`src/rtl/y86_pkg.sv`:
```
// Shared Y86 condition-code definitions: ifun codes, CC bit positions
// and the packed {ZF,SF,OF} type used across the execute stage.
package y86_pkg;

  localparam logic [3:0] C_ALWAYS = 4'd0;
  localparam logic [3:0] C_LE     = 4'd1;
  localparam logic [3:0] C_L      = 4'd2;
  localparam logic [3:0] C_E      = 4'd3;
  localparam logic [3:0] C_NE     = 4'd4;
  localparam logic [3:0] C_GE     = 4'd5;
  localparam logic [3:0] C_G      = 4'd6;

  localparam int CC_ZF = 2;
  localparam int CC_SF = 1;
  localparam int CC_OF = 0;

  typedef logic [2:0] cc_t;

endpackage

```
`src/rtl/y86_cond_eval.sv`:
```
// Combinational jXX/cmovXX condition evaluator.
// Maps {cc, ifun} to a condition bit and an illegal-ifun flag.
module y86_cond_eval
  import y86_pkg::*;
(
  input  cc_t        i_cc,
  input  logic [3:0] i_ifun,
  output logic       o_cnd,
  output logic       o_err
);

  logic w_zf;
  logic w_lt;

  assign w_zf = i_cc[CC_ZF];
  assign w_lt = i_cc[CC_SF] ^ i_cc[CC_OF];

  // Decode the ifun into the selected flag expression.
  always_comb begin
    o_cnd = 1'b0;
    o_err = 1'b0;
    case (i_ifun)
      C_ALWAYS: o_cnd = 1'b1;
      C_LE:     o_cnd = w_lt | w_zf;
      C_L:      o_cnd = w_lt;
      C_E:      o_cnd = w_zf;
      C_NE:     o_cnd = ~w_zf;
      C_GE:     o_cnd = ~w_lt;
      C_G:      o_cnd = ~w_lt & ~w_zf;
      default:  o_err = 1'b1;
    endcase
  end

endmodule

```
`src/rtl/y86_cc_unit.sv`:
```
// Y86 execute-stage condition-code unit with one-deep checkpoint.
// Define CC_BYPASS_EN to let same-cycle set_cc/restore feed the evaluator.
module y86_cc_unit
  import y86_pkg::*;
#(
  parameter int  WIDTH    = 64,
  parameter cc_t CC_RESET = 3'b100
) (
  input  logic             clk,
  input  logic             rst,
  input  logic [WIDTH-1:0] alu_result,
  input  logic             alu_overflow,
  input  logic             set_cc,
  input  logic             stall,
  input  logic             checkpoint,
  input  logic             restore,
  input  logic             cnd_req,
  input  logic [3:0]       cnd_ifun,
  output logic [2:0]       cc_out,
  output logic             cnd_valid,
  output logic             cnd,
  output logic             cnd_err
);

  cc_t  r_cc;
  cc_t  r_shadow;
  cc_t  w_new;
  cc_t  w_eval_cc;
  logic w_cnd;
  logic w_err;

  assign w_new[CC_ZF] = (alu_result == '0);
  assign w_new[CC_SF] = alu_result[WIDTH-1];
  assign w_new[CC_OF] = alu_overflow;

`ifdef CC_BYPASS_EN
  // Evaluate against the value CC is about to take this edge.
  always_comb begin
    w_eval_cc = r_cc;
    if (restore)
      w_eval_cc = r_shadow;
    else if (set_cc)
      w_eval_cc = w_new;
  end
`else
  assign w_eval_cc = r_cc;
`endif

  y86_cond_eval u_eval (
    .i_cc   (w_eval_cc),
    .i_ifun (cnd_ifun),
    .o_cnd  (w_cnd),
    .o_err  (w_err)
  );

  // CC and shadow update; checkpoint+restore swaps the two.
  always_ff @(posedge clk or posedge rst) begin
    if (rst) begin
      r_cc     <= CC_RESET;
      r_shadow <= CC_RESET;
    end else if (!stall) begin
      if (restore)
        r_cc <= r_shadow;
      else if (set_cc)
        r_cc <= w_new;
      if (checkpoint)
        r_shadow <= r_cc;
    end
  end

  // Registered condition response, one cycle after the request.
  always_ff @(posedge clk or posedge rst) begin
    if (rst) begin
      cnd_valid <= 1'b0;
      cnd       <= 1'b0;
      cnd_err   <= 1'b0;
    end else if (!stall) begin
      cnd_valid <= cnd_req;
      if (cnd_req) begin
        cnd     <= w_cnd;
        cnd_err <= w_err;
      end
    end
  end

  assign cc_out = r_cc;

endmodule

```
`config.mk`:
```
export PLATFORM = sky130hd
export DESIGN_NAME = y86_cc_unit
export DESIGN_NICKNAME = d
export VERILOG_FILES = /design/src/rtl/y86_pkg.sv /design/src/rtl/y86_cond_eval.sv /design/src/rtl/y86_cc_unit.sv
export SDC_FILE = /design/constraint.sdc
export NUM_CORES = 1
export LEC_CHECK = 0
export CORE_MARGIN = 1.5
export CORE_UTILIZATION = 24
export CTS_CLUSTER_DIAMETER = 100
export DETAILED_ROUTE_END_ITERATION = 6
export PLACE_DENSITY = 0.78
export SYNTH_ARGS = -nofsm -noshare
export SYNTH_HDL_FRONTEND = slang
export SYNTH_SLANG_ARGS = --single-unit
export TNS_END_PERCENT = 5
```
`constraint.sdc`:
```
create_clock -name clk -period 1.6 [get_ports clk]
set_input_delay 0.16 -clock clk [delete_from_list [all_inputs] [get_ports clk]]
set_output_delay 0.16 -clock clk [all_outputs]
set_load 0.05 [all_outputs]
```
==> flow_metrics.tcl <==
set metrics [dict create \
    path_cells "xnor2_1, mux2i_1, nor2_1, o41ai_1" \
    ios 82 \
    io_buffer_count 81 \
    netlist_area_sq_um 611.8 \
    path_buf_inv 0 \
    path_clk_slew_ps 60 \
    clock_path_buffers 2 \
    grt_max_degree 10 \
    power_w 0.0009364 \
    setup_violations 0 \
    cp-startpoint "cc_out[0]$_DFFE_PP0P_" \
    final_cell_mix "clkdlybuf4s50_1, nor4_1, nand2_1, dfrtp_1, buf_4" \
    place_worst_setup_slack_ps 89.50 \
    dr.pass1.iters 3 \
    drc 0 \
    grt_pass1_wl_microns 3346 \
    h-tree-depth 1 \
    antenna_found_initial 0 \
    die_x_microns 53.49 \
    regToRegSetupSlack_ps 260 \
    core_area_sq_mm 0.002455 \
    cts_hold_buf 0 \
    critical_path_arrival_ps 1480 \
    cap_violations 0 \
    synth_cells 71 \
    die_height_microns 53.49 \
    drive_gt1_share_pct 12.66 \
    grt_pass1_vias 840 \
    skew_ps 0.9096 \
    fin_util_pct 61.06 \
    post_cts_resized 0 \
    r2r_cells 4 \
    min_path_type "input port to async pin" \
    post_cts_buffers 0 \
    period_minus_slack_ps 1336 \
    cts.sinks 9 \
    syn-mean-instance-area_sq_um 8.617 \
    die_area_sq_mm 0.002861 \
    synth-seq-area-share_pct 37.22 \
    track_usage_pct 16.29 \
    drtIter0Drc 10 \
    max_freq_mhz 748.7 \
    start_util_pct 24.92 \
    vias 890 \
    rsz0062_at_grt "false" \
    drv_slew 0 \
    relSlewSlack_pct 77.31 \
    finish.instance_area_sq_mm 0.001499 \
    timing.rr.end "cnd$_DFFE_PP0P_" \
    p_leak_nw 0.5794 \
    insertedDiodeCount 0 \
    cpPeakStageDelay_ps 410 \
    detail_route.wl_per_cell_microns 12.64 \
    post-dp-hpwl_microns 2164 \
    syn_nets 147 \
    postRouteAntennaNets 0 \
    dpl-instance-area_sq_mm 0.001473 \
    gp_congestion 0.7498 \
    p_per_area_mw_per_mm2 624.7 \
    vias_per_cell 4.734 \
    criticalPathCategory "register to register" \
    cts_buffers 3 \
    critPathCaptureType "register" \
    grt_overflow_total 0 \
    path_delay_family "flip-flops" \
    crit_fanout 4 \
    setup_slack_ps 264.3 \
    path_depth 4 \
    ys_types 23 \
    tightest_slew_ps 340.0 \
    root_buffer "clkbuf_4" \
    hold_viol 0 \
    status "completed" \
    timing.rr.start "cc_out[0]$_DFFE_PP0P_" \
    final_net_count 235 \
    synth_warnings 0 \
    ys_ff_latch 9 \
    ir_worst_vdd_uv 507.7 \
    tns_ps 0 \
    finalCritPeriodShare_pct 83.48 \
    critPathSlowestCell "dfrtp_1" \
    crit_required_ps 1740 \
    final_common_cell "clkdlybuf4s50_1" \
    cts_tree "yes" \
    area_delta_synth_final_pct 145.0 \
    rows 18 \
    start_kind "register" \
    routed_wl_microns 2376 \
    endpoint "cnd$_DFFE_PP0P_" \
    clk_latency_ps 250 \
]
==> routing by layer <==
metal  routed length (microns)  global-route usage (%)  vias to the layer above
li1                          -                       -                      454
met1                       978                   20.03                      380
met2                      1121                   27.16                       54
met3                       263                   3.672                        2
met4                        12                   6.410                        0
met5                         0                       0                        -
==> report_power, final <==
part           switching, W  total (W)  leakage [nW]  internal (W)
clock network     0.0000735   0.000169        0.0150     0.0000957
registers         0.0000354   0.000315         0.110      0.000279
logic              0.000186   0.000452         0.454      0.000266
total              0.000295   0.000936         0.579      0.000641
==> worst min-delay path by stage <==
stage | startpoint | end | cells after the start
3_5_place_dp | rst | cnd_valid$_DFFE_PP0N_ | 2
5_1_grt | rst | cnd_err$_DFFE_PP0P_ | 2
2_1_floorplan | rst | cc_out[0]$_DFFE_PP0P_ | 1
4_1_cts | rst | cnd_err$_DFFE_PP0P_ | 2
3_3_place_gp | rst | cnd_valid$_DFFE_PP0N_ | 2
6_report | rst | cnd_err$_DFFE_PP0P_ | 2
==> cell usage after synthesis <==
library cell	n	area, sq um
a21oi_1	4	20.02
a31oi_1	2	12.51
and3_1	1	6.260
and3b_2	1	10.01
dfrtp_1	7	175.2
dfstp_2	2	52.55
inv_1	3	11.26
mux2_2	3	33.78
mux2i_1	1	10.01
nand2_1	7	26.28
nand2b_1	4	25.02
nand3_1	2	10.01
nand4_1	3	18.77
nor2_1	5	18.77
nor2b_1	1	6.260
nor3_1	1	5.000
nor4_1	12	75.07
nor4_2	3	37.54
o21ai_0	5	25.02
o21bai_1	1	7.510
o31ai_1	1	7.510
o41ai_1	1	8.760
xnor2_1	1	8.760
==> registers in the layout (all words and copies together) (netlist names) <==
name       count
cnd_err        1
r_shadow       3
cnd_valid      1
cc_out         3
cnd            1
==> layout make-up <==
type	count	area, sq um
repair buffers	83	823.3
clock buffers	4	26.28
well taps	30	37.54
flip-flops and latches	9	227.7
fillers	224	955.9
inverters	3	11.26
multi-input cells	59	372.9
==> through the flow <==
stage                     std cells  hold WS, ps
after floorplan                  71       -13.51
after global placement          184        437.7
after detailed placement        184        441.4
after CTS                       188        171.8
after global routing            188        202.6
final                           188        168.2
==> cells by family after synthesis <==
logic type | count (synthesis) | synth area share [%]
mux | 4 | 7.157
flops | 9 | 37.22
buf+inv | 3 | 1.840
simple gates | 40 | 39.06
xor+xnor | 1 | 1.432
compound gates | 14 | 13.29
Note: power is estimated with default switching activity, not from simulation.
